File: src/rtl/sorter_pkg.sv
// Shared types for the 16-input bitonic sorter and its top-K drain stage.
package sorter_pkg;

    localparam int SORT_DW = 8;
    localparam int SORT_N  = 16;

    typedef struct packed {
        logic       valid;
        logic       sop;
        logic       eop;
        logic [3:0] stage;
    } ctrl_t;

    typedef struct packed {
        logic [SORT_N-1:0][SORT_DW-1:0]   data_16;
        logic [SORT_N/2-1:0][SORT_DW-1:0] data_8;
    } data_o_t;

    typedef enum logic [0:0] {
        IDLE   = 1'b0,
        STREAM = 1'b1
    } drain_state_e;

    // Rank index width; a single-element frame still needs one bit.
    function automatic int drain_idx_width(input int k);
        int w;
        w = $clog2(k);
        return (w < 1) ? 1 : w;
    endfunction

endpackage

File: src/rtl/sorter_frame_buf.sv
// Two-slot frame store: one K-element frame written per slot, one element read.
module sorter_frame_buf
    import sorter_pkg::*;
#(
    parameter int DATAWIDTH = 8,
    parameter int K         = 4,
    parameter int IW        = 2
) (
    input  logic                          clk_i,
    input  logic                          rst_i,
    input  logic                          we,
    input  logic                          wptr,
    input  logic [K-1:0][DATAWIDTH-1:0]   frame,
    input  logic                          rptr,
    input  logic [IW-1:0]                 elem,
    output logic [DATAWIDTH-1:0]          rdata
);

    logic [1:0][K-1:0][DATAWIDTH-1:0] mem_r;

    // Slot write; the slot being read is never the write target while it is live.
    always_ff @(posedge clk_i or posedge rst_i) begin
        if (rst_i) begin
            mem_r <= '0;
        end else if (we) begin
            mem_r[wptr] <= frame;
        end
    end

    assign rdata = mem_r[rptr][elem];

endmodule

File: src/rtl/sorter_topk_drain.sv
// Streams the first K elements of each sorted frame over valid/ready,
// buffering up to two frames and dropping (with a sticky flag) beyond that.
module sorter_topk_drain
    import sorter_pkg::*;
#(
    parameter int  DATAWIDTH  = 8,
    parameter int  DATALENGTH = 16,
    parameter int  K          = 4,
    localparam int IW         = drain_idx_width(K)
) (
    input  logic                  clk_i,
    input  logic                  rst_i,
    input  ctrl_t                 ctrl_i,
    input  data_o_t               y_i,
    input  logic                  clr_i,
    output logic [DATAWIDTH-1:0]  data_o,
    output logic [IW-1:0]         idx_o,
    output logic                  valid_o,
    output logic                  last_o,
    input  logic                  ready_i,
    output logic                  overflow_o,
    output logic [1:0]            occ_o
);

    localparam logic [IW-1:0] LAST_IDX = IW'(K - 1);

    drain_state_e                 state_r;
    logic                         wr_ptr_r;
    logic                         rd_ptr_r;
    logic [IW-1:0]                elem_r;
    logic [1:0]                   occ_r;
    logic                         ovf_r;
    logic                         last_r;

    logic                         hs_s;
    logic                         final_s;
    logic                         capture_s;
    logic                         drop_s;
    logic [1:0]                   occ_next_s;
    logic [IW-1:0]                elem_next_s;
    logic [K-1:0][DATAWIDTH-1:0]  frame_s;
    logic [DATAWIDTH-1:0]         rdata_s;
    logic                         unused_s;

    assign unused_s = ^{ctrl_i, y_i, DATALENGTH};

    // Only the top K ranks of the sorted result are kept.
    always_comb begin
        frame_s = '0;
        for (int i = 0; i < K; i++) begin
            frame_s[i] = DATAWIDTH'(y_i.data_16[i]);
        end
    end

    assign hs_s      = (state_r == STREAM) && ready_i;
    assign final_s   = hs_s && (elem_r == LAST_IDX);
    // A full buffer still accepts when its oldest frame retires this cycle.
    assign capture_s = ctrl_i.valid && ((occ_r != 2'd2) || final_s);
    assign drop_s    = ctrl_i.valid && !capture_s;

    // Occupancy after this edge's capture and retirement.
    always_comb begin
        occ_next_s = occ_r;
        case ({capture_s, final_s})
            2'b10:   occ_next_s = occ_r + 2'd1;
            2'b01:   occ_next_s = occ_r - 2'd1;
            default: occ_next_s = occ_r;
        endcase
    end

    // Element rank advance on each accepted beat.
    always_comb begin
        elem_next_s = elem_r;
        if (final_s) begin
            elem_next_s = '0;
        end else if (hs_s) begin
            elem_next_s = elem_r + IW'(1'b1);
        end else begin
            elem_next_s = elem_r;
        end
    end

    // Read FSM with registered rank and last flag; looks at next occupancy so no bubble.
    always_ff @(posedge clk_i or posedge rst_i) begin
        if (rst_i) begin
            state_r <= IDLE;
            elem_r  <= '0;
            last_r  <= 1'b0;
        end else begin
            elem_r <= elem_next_s;
            last_r <= (occ_next_s != 2'd0) && (elem_next_s == LAST_IDX);
            case (state_r)
                IDLE:    state_r <= (occ_next_s != 2'd0) ? STREAM : IDLE;
                STREAM:  state_r <= (occ_next_s != 2'd0) ? STREAM : IDLE;
                default: state_r <= IDLE;
            endcase
        end
    end

    // Ping-pong pointers and frame count.
    always_ff @(posedge clk_i or posedge rst_i) begin
        if (rst_i) begin
            wr_ptr_r <= 1'b0;
            rd_ptr_r <= 1'b0;
            occ_r    <= 2'd0;
        end else begin
            occ_r <= occ_next_s;
            if (capture_s) begin
                wr_ptr_r <= ~wr_ptr_r;
            end
            if (final_s) begin
                rd_ptr_r <= ~rd_ptr_r;
            end
        end
    end

    // Sticky drop flag; a drop outranks a simultaneous clear.
    always_ff @(posedge clk_i or posedge rst_i) begin
        if (rst_i) begin
            ovf_r <= 1'b0;
        end else if (drop_s) begin
            ovf_r <= 1'b1;
        end else if (clr_i) begin
            ovf_r <= 1'b0;
        end
    end

    sorter_frame_buf #(
        .DATAWIDTH (DATAWIDTH),
        .K         (K),
        .IW        (IW)
    ) u_buf (
        .clk_i (clk_i),
        .rst_i (rst_i),
        .we    (capture_s),
        .wptr  (wr_ptr_r),
        .frame (frame_s),
        .rptr  (rd_ptr_r),
        .elem  (elem_r),
        .rdata (rdata_s)
    );

    assign data_o     = rdata_s;
    assign idx_o      = elem_r;
    assign valid_o    = (state_r == STREAM);
    assign last_o     = last_r;
    assign overflow_o = ovf_r;
    assign occ_o      = occ_r;

endmodule
File: config.mk
export PLATFORM = sky130hd
export DESIGN_NAME = sorter_topk_drain
export DESIGN_NICKNAME = d
export VERILOG_FILES = /design/src/rtl/sorter_pkg.sv /design/src/rtl/sorter_frame_buf.sv /design/src/rtl/sorter_topk_drain.sv
export SDC_FILE = /design/constraint.sdc
export NUM_CORES = 1
export LEC_CHECK = 0
export BUFFER_PORTS_ARGS = -buffer_cell sky130_fd_sc_hd__buf_2
export CAP_MARGIN = 15
export CORE_ASPECT_RATIO = 0.5
export CORE_MARGIN = 2
export CORE_UTILIZATION = 40
export DETAILED_ROUTE_END_ITERATION = 7
export PLACE_DENSITY = 0.75
export RECOVER_POWER = 50
export SYNTH_ARGS = -nofsm -noshare
export SYNTH_HDL_FRONTEND = slang
export SYNTH_SLANG_ARGS = --single-unit
File: constraint.sdc
create_clock -name clk_i -period 3.25 [get_ports clk_i]
set_input_delay 0.1625 -clock clk_i [delete_from_list [all_inputs] [get_ports clk_i]]
set_output_delay 0.1625 -clock clk_i [all_outputs]
set_load 0.01 [all_outputs]
==> results.sh, run 1 <==
export IMPL_clk_pin_slew_worst_paths_ps=60
export IMPL_hold_violations=0
export IMPL_max_freq_ghz=0.379
export IMPL_track_usage=0.161
export IMPL_yosysWarnings=0
export IMPL_clockPowerShare=0.216
export IMPL_portBuffers=51
export IMPL_placed_cell_area_um2=3850
export IMPL_syn_mean_instance_area_um2=16.6
export IMPL_drt_wl_total_mm=6.88
export IMPL_dpl_cell_count=372
export IMPL_cts_buffers=9
export IMPL_start_util=0.406
export IMPL_layout_drive_gt1_share=0.570
export IMPL_p_leak_nw=1.80
export IMPL_critPathLaunchType="flip-flop"
export IMPL_multiInputGateArea_um2=1540
export IMPL_grt_max_degree=44
export IMPL_tns_ps=0
export IMPL_wire_per_inst_um=17.7
export IMPL_clockRootBuffer="clkbuf_16"
export IMPL_period_needed_ps=2640
export IMPL_outcome="finished, violations left"
export IMPL_die_area_um2=9520
export IMPL_critical_path_top_delay_family="buffers and inverters"
export IMPL_seqCellArea_um2=1830
export IMPL_fin_skew_ps=4.87
export IMPL_drcViolationCount=0
export IMPL_cts_sinks=73
export IMPL_overflow=0
export IMPL_syn_nets=414
export IMPL_fin_util=0.482
export IMPL_slew_viol_final=44
export IMPL_clk_latency_ps=340
export IMPL_coreArea_um2=8590
export IMPL_firstDrtPassIters=4
export IMPL_switching_share=0.304
export IMPL_worstMarginPinSlew_ps=1600
export IMPL_slew_headroom=-0.0698
export IMPL_ys_seq_elements=73
export IMPL_crit_required_ps=3470
export IMPL_p_int_w=0.00317
export IMPL_path_depth=6
export IMPL_gp_congestion=0.762
export IMPL_area_growth_syn_to_layout_pct=18.7
export IMPL_peakVddDrop_mv=0.435
export IMPL_cpPeakStageDelay_ps=650
export IMPL_fin_nets=471
export IMPL_grt_pass1_vias=2246
export IMPL_n_fill_cell=748
export IMPL_grt_pass1_wl_mm=11.3
export IMPL_critPathMaxFanout=32
export IMPL_finalInstanceArea_um2=4140
export IMPL_syn_inst=210
export IMPL_drt_initial_drc_count=68
export IMPL_netlist_cell_type_count=36
export IMPL_setup_viol=0
export IMPL_powerDensity_nw_per_um2=1100
export IMPL_n_antenna_cell=0
export IMPL_worst_r2r_path_depth=6
export IMPL_syn_area_um2=3490
export IMPL_stdcell_count=389
export IMPL_antenna_left=0
export IMPL_min_period_over_period=0.813
export IMPL_ys_seq_area_frac=0.524
export IMPL_violations="max-capacitance violations, max-slew violations"
export IMPL_crit_type="reg -> reg"
export IMPL_rsz0062_at_grt="false"
export IMPL_cts_tree="built"
export IMPL_crit_slowest_cell="clkbuf_1"
export IMPL_path_cells="clkbuf_1 > ha_1 > nand3_2 > a21oi_4 > buf_4 > mux2_2"
export IMPL_route_detailed_vias_per_inst=5.11
export IMPL_io_pins=218
export IMPL_cp_end_kind="flip-flop"
export IMPL_vias=1988
export IMPL_hold_depth=2
export IMPL_hold_path_class="in -> reg"
export IMPL_comb_power_share=0.415
export IMPL_fp_row_count=24
export IMPL_clock_path_buffers=2
export IMPL_p_seq_frac=0.369
export IMPL_p_switching_w=0.00139
export IMPL_die_width_um=136
export IMPL_hpwl_mm=4.75
export IMPL_die_h_um=70.0
export IMPL_critical_path_buf_inv_count=2
export IMPL_h_tree_depth=3
export IMPL_arrival_ps=2860
export IMPL_antenna_found_initial=0
export IMPL_maxCapViolCount=1
==> per-stage QoR <==
step / setup slack [ps] / hold WS, ps / total power, W
floorplan: 1230 / 266 / 0.00317
global placement: 1190 / 357 / 0.00352
detailed placement: 1120 / 367 / 0.00362
CTS: 822 / 43.7 / 0.00463
global route: 494 / 54.6 / 0.00483
finish: 609 / 66.3 / 0.00456
==> state kept, by name (all words and copies together), names as in the netlist <==
signal and flops:
idx_o 2, overflow_o 1, last_o 1, u_buf.mem_r 64
valid_o 1, rd_ptr_r 1, occ_o 2, wr_ptr_r 1
==> per-layer routing <==
layer,wire length (µm),up-vias,track usage
li1,-,895,-
met1,3110,1049,0.199
met2,3360,36,0.256
met5,0,-,0
met4,104,0,0.0660
met3,306,8,0.0574
==> worst reg2reg max path: stages, from the launching register on <==
cell	delay [ps]
dfrtp_1	320
clkbuf_1	650
ha_1	380
nand3_2	200
a21oi_4	160
buf_4	400
mux2_2	420
==> path summary, 6_finish.rpt <==
path	startpoint	to	slack (ps)
max	idx_o[1]	u_buf.mem_r[48]	610
min	y_i[90]	u_buf.mem_r[26]	70
max reg2reg	idx_o[1]	u_buf.mem_r[48]	610
min reg2reg	u_buf.mem_r[63]	u_buf.mem_r[63]	490
max in group asynchronous	rst_i	u_buf.mem_r[30]	1440
min in group asynchronous	rst_i	u_buf.mem_r[29]	320
==> cell usage in the layout (no fill, tap or decap), drive strengths merged <==
cell type    Yosys  routed
a211oi           1       1
a21boi           1       1
a21o             1       1
a21oi            2       2
a22oi            1       1
and3             1       1
and4b            1       1
buf             10      49
bufinv           0       1
clkbuf           3      20
clkinv           0       2
clkinvlp         0       2
dfrtp           73      73
dlygate4sd3      0       1
ha               1       1
inv              3       3
mux2            72      72
mux2i            1       1
mux4            16      16
nand2            3       3
nand2b           1       1
nand3            1       1
nand4b           1       1
nor2b            1       1
nor3             3       3
nor3b            1       1
nor4             2       2
o21ai            1       1
o22ai            1       1
o32ai            1       1
or2              1       1
or3              1       1
xnor2            4       4
xor2             1       1
==> synthesized netlist by cell type <==
master | n | area, µm²
ha_1 | 1 | 12.5
dfrtp_1 | 73 | 1830
nand2_1 | 3 | 11.3
xor2_1 | 1 | 8.76
or2_2 | 1 | 6.26
nor3_1 | 3 | 15.0
mux2_4 | 30 | 450
nor4_1 | 2 | 12.5
a211oi_4 | 1 | 20.0
mux2_2 | 40 | 450
buf_12 | 3 | 60.1
xnor2_1 | 4 | 35.0
a21oi_1 | 1 | 5.00
a21o_1 | 1 | 7.51
o21ai_0 | 1 | 5.00
a21oi_2 | 1 | 8.76
nand2b_1 | 1 | 6.26
a22oi_1 | 1 | 7.51
nand4b_1 | 1 | 8.76
clkbuf_2 | 1 | 5.00
buf_4 | 2 | 15.0
clkbuf_1 | 2 | 7.51
buf_2 | 5 | 25.0
and4b_1 | 1 | 10.0
o22ai_1 | 1 | 6.26
or3_1 | 1 | 6.26
nand3_2 | 1 | 10.0
mux2i_1 | 1 | 10.0
inv_1 | 3 | 11.3
and3_1 | 1 | 6.26
nor2b_2 | 1 | 8.76
mux4_2 | 16 | 360
o32ai_1 | 1 | 8.76
mux2_1 | 2 | 22.5
nor3b_1 | 1 | 7.51
a21boi_0 | 1 | 7.51
==> repair_timing <==
item                                   in CTS  in global routing
buffers inserted                            0                  0
hold buffers                                1                  0
resized for setup                           0                  0
endpoints found under the hold margin       1                  0
==> cells by family (layout without fill, tap and decap cells) <==
logic type,after synthesis,count (layout),synth area share
AO/OA/AOI/OAI,9,9,0.0219
XOR/XNOR,5,5,0.0126
adder cells (fa/ha/maj),1,1,0.00359
buffers and inverters,16,78,0.0355
flip-flops,73,73,0.524
multiplexers,89,89,0.371
AND/OR/NAND/NOR,17,17,0.0312
==> layout make-up <==
cell class	instances	share of cell area
sequential	73	0.442
inverter	3	0.00272
timing repair buffer	59	0.0753
tap	117	0.0354
clock buffer	11	0.0587
clock inverter	5	0.0133
multi-input combinational	121	0.373
==> power groups by stage <==
| stage | Combinational, W | Clock, W | Sequential [W] |
|---|---|---|---|
| floorplan | 0.00159 | 0 | 0.00158 |
| global placement | 0.00187 | 0 | 0.00165 |
| detailed placement | 0.00193 | 0 | 0.00169 |
| CTS | 0.00194 | 0.00101 | 0.00168 |
| global route | 0.00204 | 0.00105 | 0.00173 |
| finish | 0.00189 | 0.000986 | 0.00168 |
Note: power is estimated with default switching activity, not from simulation.
==> inputs of run 2 (changes only) <==
CORE_UTILIZATION = 39   (was 40)
PLACE_DENSITY = 0.76   (was 0.75)
clock period = 2.4 ns   (was 3.25 ns; I/O delays follow)
==> run 2 against run 1 <==
Sequential share of layout area fell by 0.48 points. The run now ends clean. Combinational power is 38% higher. Utilization is 0.15 points lower. First-iteration DRC count rose by 10%. Non-clock buffer count increased by 1. Critical path type is now reg -> out. Sequential power is 36% higher. Clock skew is essentially flat. Count of clock-buffer cells in the layout stayed put. Critical path depth shrank 2.
==> results.sh, run 2 (same netlist as run 1, synthesis figures left out) <==
export IMPL_rsz0062_at_grt="false"
export IMPL_grt_max_degree=33
export IMPL_firstDrtPassIters=4
export IMPL_cts_buffers=9
export IMPL_crit_type="reg -> out"
export IMPL_n_antenna_cell=0
export IMPL_tns_ps=0
export IMPL_min_period_over_period=0.927
export IMPL_gp_congestion=0.757
export IMPL_crit_required_ps=2280
export IMPL_r2r_end="u_buf.mem_r[59]"
export IMPL_cts_sinks=73
export IMPL_arrival_ps=2110
export IMPL_track_usage=0.164
export IMPL_critPathLaunchType="flip-flop"
export IMPL_finalPower_w=0.00635
export IMPL_drt_initial_drc_count=75
export IMPL_post_cts_resized=0
export IMPL_powerDensity_nw_per_um2=1520
export IMPL_outcome="completed"
export IMPL_h_tree_depth=3
export IMPL_worst_r2r_path_depth=5
export IMPL_clockRootBuffer="clkbuf_16"
export IMPL_cts_setup_buffers=0
export IMPL_seqCellArea_um2=1830
export IMPL_maxCapViolCount=0
export IMPL_whs_endpoint="u_buf.mem_r[63]"
export IMPL_slew_headroom=0.510
export IMPL_largest_register="u_buf.mem_r"
export IMPL_largest_reg_flops=64
export IMPL_multiInputGateArea_um2=1540
export IMPL_io_pins=218
export IMPL_area_growth_syn_to_layout_pct=20.0
export IMPL_start_util=0.400
export IMPL_stdcell_count=390
export IMPL_hold_violations=0
export IMPL_wire_per_inst_um=18.8
export IMPL_die_h_um=70.9
export IMPL_fin_skew_ps=4.63
export IMPL_dpl_cell_count=372
export IMPL_hold_depth=2
export IMPL_period_needed_ps=2230
export IMPL_max_freq_ghz=0.449
export IMPL_n_fill_cell=790
export IMPL_antenna_left=0
export IMPL_worstMarginPinSlew_ps=734
export IMPL_reg2reg_from="idx_o[1]"
export IMPL_route_detailed_vias_per_inst=5.20
export IMPL_grt_pass1_wl_mm=11.9
export IMPL_portBuffers=51
export IMPL_peakVddDrop_mv=0.605
export IMPL_final_cell_mix="73 x dfrtp_1, 46 x buf_2, 40 x mux2_2"
export IMPL_fp_row_count=24
export IMPL_rrSetupSlack_ps=370
export IMPL_path_cells="buf_4 > mux4_2 > mux2_2 > buf_2"
export IMPL_clk_latency_ps=330
export IMPL_critPathMaxFanout=11
export IMPL_overflow=0
export IMPL_clk_pin_slew_worst_paths_ps=60
export IMPL_setup_viol=0
export IMPL_hold_path_class="in -> reg"
export IMPL_antenna_found_initial=0
export IMPL_drt_wl_total_mm=7.34
export IMPL_slew_viol_final=0
export IMPL_coreArea_um2=8710
export IMPL_critical_path_buf_inv_count=2
export IMPL_fin_nets=472
export IMPL_critical_path_top_delay_family="flip-flops"
export IMPL_crit_slowest_cell="dfrtp_1"
export IMPL_clock_path_buffers=2
export IMPL_die_area_um2=9760
export IMPL_final_common_cell="dfrtp_1"
export IMPL_layout_drive_gt1_share=0.582
export IMPL_min_delay_start="y_i[95]"
export IMPL_vias=2028
export IMPL_grt_pass1_vias=2279
export IMPL_cp_end_kind="output port"
export IMPL_die_width_um=138
export IMPL_drcViolationCount=0
export IMPL_cpPeakStageDelay_ps=750
export IMPL_cts_tree="built"
export IMPL_hpwl_mm=4.95
export IMPL_p_leak_nw=1.84
[run 2: cell count changes in the layout (fill, tap and decap cells not counted)]
cell,change
nand3_2,-1
clkbuf_2,+2
clkbuf_8,+1
clkbuf_1,-5
buf_4,+1
nand3_1,+1
bufinv_16,+1
buf_2,+1
clkinvlp_4,-1
dlygate4sd3_1,+1
[run 2: final cells by class]
class | count | share of cell area
clock buffers | 11 | 0.0604
clock inverters | 5 | 0.0186
inverters | 3 | 0.00269
multi-input cells | 121 | 0.368
flip-flops and latches | 73 | 0.437
well taps | 117 | 0.0350
repair buffers | 60 | 0.0787
[run 2: power by group]
group | internal, W | total, W | switching (W) | leakage (nW)
logic | 0.00161 | 0.00260 | 0.000984 | 0.814
clock network | 0.000962 | 0.00146 | 0.000501 | 0.162
registers | 0.00186 | 0.00229 | 0.000427 | 0.862
total | 0.00444 | 0.00635 | 0.00191 | 1.84
[run 2: worst max-delay path by stage]
| stage | start | endpoint | depth (start not counted) |
|---|---|---|---|
| after floorplan | rst_i | idx_o[0] | 1 |
| after global placement | rd_ptr_r | data_o[3] | 4 |
| after detailed placement | rd_ptr_r | data_o[1] | 4 |
| after CTS | rd_ptr_r | data_o[1] | 4 |
| after global routing | rd_ptr_r | data_o[1] | 4 |
| final | rd_ptr_r | data_o[1] | 4 |
[run 2: stage by stage]
| step | util | setup slack (ps) | hold WS [ps] | area [µm²] |
|---|---|---|---|---|
| after floorplan | - | 427 | 223 | 3490 |
| final | 0.480 | 174 | 22.5 | 4180 |
| after global placement | 0.442 | 496 | 117 | 3850 |
| after CTS | 0.482 | 136 | 19.9 | 4200 |
| after detailed placement | 0.442 | 498 | 121 | 3850 |
| after global routing | 0.480 | 76.4 | 27.1 | 4180 |
[run 2: repair_timing]
action | 4_1_cts | 5_1_grt
hold endpoints to repair | 17 | 0
endpoints found under the setup margin | 0 | 0
hold buffers | 2 | 0
[run 2: layer usage]
| layer | part of all wire | GRT usage | wire [µm] |
|---|---|---|---|
| met1 | 0.45 | 0.207 | 3310 |
| met3 | 0.035 | 0.0509 | 258 |
| met4 | 0.010 | 0.0420 | 77 |
| met5 | 0 | 0 | 0 |
| met2 | 0.50 | 0.279 | 3700 |
[run 2: worst reg2reg max path, delay by kind of cell, from the launching register on]
kind / cells / cell delay, ps
flops: 1 / 370
mux: 1 / 410
fa+ha+maj: 1 / 260
simple gates: 1 / 280
buf+inv: 1 / 410
compound gates: 1 / 190
==> inputs of run 3 (changes only) <==
REMOVE_ABC_BUFFERS = 1   (was not set)
SLEW_MARGIN = 20   (was not set)
==> run 3 against run 2 <==
Critical path depth did not move. Worst setup slack got worse by 47 ps. Die area did not move. Sequential cell count did not move. Clock power fell by 6%. Count of clock-buffer cells in the layout did not move. Power fell by 0.60%. Critical endpoint is now data_o[6]. Highest routed layer unchanged.
==> results.sh, run 3 (same netlist as run 1, synthesis figures left out) <==
export IMPL_critPathLaunchType="flip-flop"
export IMPL_final_common_cell="dfrtp_1"
export IMPL_hpwl_mm=5.10
export IMPL_vias=2010
export IMPL_grt_max_degree=49
export IMPL_powerDensity_nw_per_um2=1520
export IMPL_io_pins=218
export IMPL_clk_pin_slew_worst_paths_ps=60
export IMPL_cts_tree="built"
export IMPL_firstDrtPassIters=3
export IMPL_die_h_um=70.9
export IMPL_die_area_um2=9760
export IMPL_crit_required_ps=2280
export IMPL_antenna_left=0
export IMPL_overflow=0
export IMPL_rsz0062_at_grt="false"
export IMPL_critPathMaxFanout=18
export IMPL_h_tree_depth=3
export IMPL_n_fill_cell=762
export IMPL_drcViolationCount=0
export IMPL_portBuffers=51
export IMPL_maxCapViolCount=0
export IMPL_hold_violations=0
export IMPL_cp_end_kind="output port"
export IMPL_fin_nets=471
export IMPL_worstMarginPinSlew_ps=1010
export IMPL_post_cts_resized=0
export IMPL_largest_reg_flops=64
export IMPL_tns_ps=0
export IMPL_worst_r2r_path_depth=5
export IMPL_fin_skew_ps=7.68
export IMPL_largest_register="u_buf.mem_r"
export IMPL_area_growth_syn_to_layout_pct=19.5
export IMPL_dpl_cell_count=371
export IMPL_gp_congestion=0.770
export IMPL_n_antenna_cell=0
export IMPL_max_freq_ghz=0.440
export IMPL_clockRootBuffer="clkbuf_16"
export IMPL_hold_depth=2
export IMPL_cts_sinks=73
export IMPL_grt_pass1_vias=2324
export IMPL_track_usage=0.173
export IMPL_crit_type="reg -> out"
export IMPL_cts_buffers=9
export IMPL_period_needed_ps=2270
export IMPL_setup_viol=0
export IMPL_fin_ws_ps=127
export IMPL_layout_drive_gt1_share=0.577
export IMPL_dp_slack_ps=390
export IMPL_p_leak_nw=1.83
export IMPL_arrival_ps=2150
export IMPL_min_period_over_period=0.947
export IMPL_drt_wl_total_mm=7.70
export IMPL_stdcell_count=389
export IMPL_route_detailed_vias_per_inst=5.17
export IMPL_antenna_found_initial=0
export IMPL_clock_path_buffers=2
export IMPL_peakVddDrop_mv=0.563
export IMPL_drt_initial_drc_count=52
export IMPL_wire_per_inst_um=19.8
export IMPL_hold_path_class="in -> reg"
export IMPL_die_width_um=138
export IMPL_clk_latency_ps=340
export IMPL_start_util=0.400
export IMPL_grt_pass1_wl_mm=12.4
export IMPL_final_cell_mix="73 x dfrtp_1, 46 x buf_2, 40 x mux2_2"
export IMPL_slew_viol_final=0
export IMPL_coreArea_um2=8710
export IMPL_fp_row_count=24
export IMPL_outcome="completed"
export IMPL_slew_headroom=0.324
## run 3: path summary, 6_finish.rpt
check                                start              end  slack (ps)
max                               idx_o[0]        data_o[6]         130
min                                y_i[65]   u_buf.mem_r[1]          30
max reg2reg                       idx_o[0]  u_buf.mem_r[31]         250
min reg2reg                u_buf.mem_r[38]  u_buf.mem_r[38]         500
max in group asynchronous            rst_i  u_buf.mem_r[40]         510
min in group asynchronous            rst_i           last_o         570
## run 3: repair_timing
| item | 4_1_cts | 5_1_grt |
|---|---|---|
| hold buffers | 2 | 0 |
| setup buffers | 0 | 0 |
| endpoints found under the hold margin | 26 | 0 |
## run 3: layer usage
layer	vias to the layer above	GRT usage	wire (µm)
met4	0	0.0556	129
li1	888	-	-
met5	-	0	0
met2	35	0.300	3950
met1	1074	0.210	3370
met3	13	0.0495	251
## run 3: cell type report
cell class              instances  area (µm²)  share of cell area
clock inverters                 5        53.8              0.0129
inverters                       3        11.3             0.00270
clock buffers                  11         253              0.0607
flip-flops and latches         73        1830               0.439
repair buffers                 59         335              0.0805
well taps                     117         146              0.0352
multi-input cells             121        1540               0.369
## run 3: per-stage QoR
step                      cell area [µm²]  total power, W  hold slack (ps)   util
final                                4160         0.00631             28.0  0.478
after global routing                 4160         0.00665             19.9  0.478
after CTS                            4190         0.00639             20.8  0.481
after detailed placement             3860         0.00497              223  0.444
after global placement               3860         0.00479              202  0.444
after floorplan                      3370         0.00417              223      -
## run 3: critical path: stages (launching register included)
cell	delay (ps)
dfrtp_1	450
buf_4	380
mux4_2	560
mux2_2	280
buf_2	140
## run 3: power breakdown
group	total [W]	internal, W	switching [W]
logic	0.00264	0.00162	0.00102
clock network	0.00137	0.000857	0.000513
registers	0.00230	0.00186	0.000432
total	0.00631	0.00434	0.00197
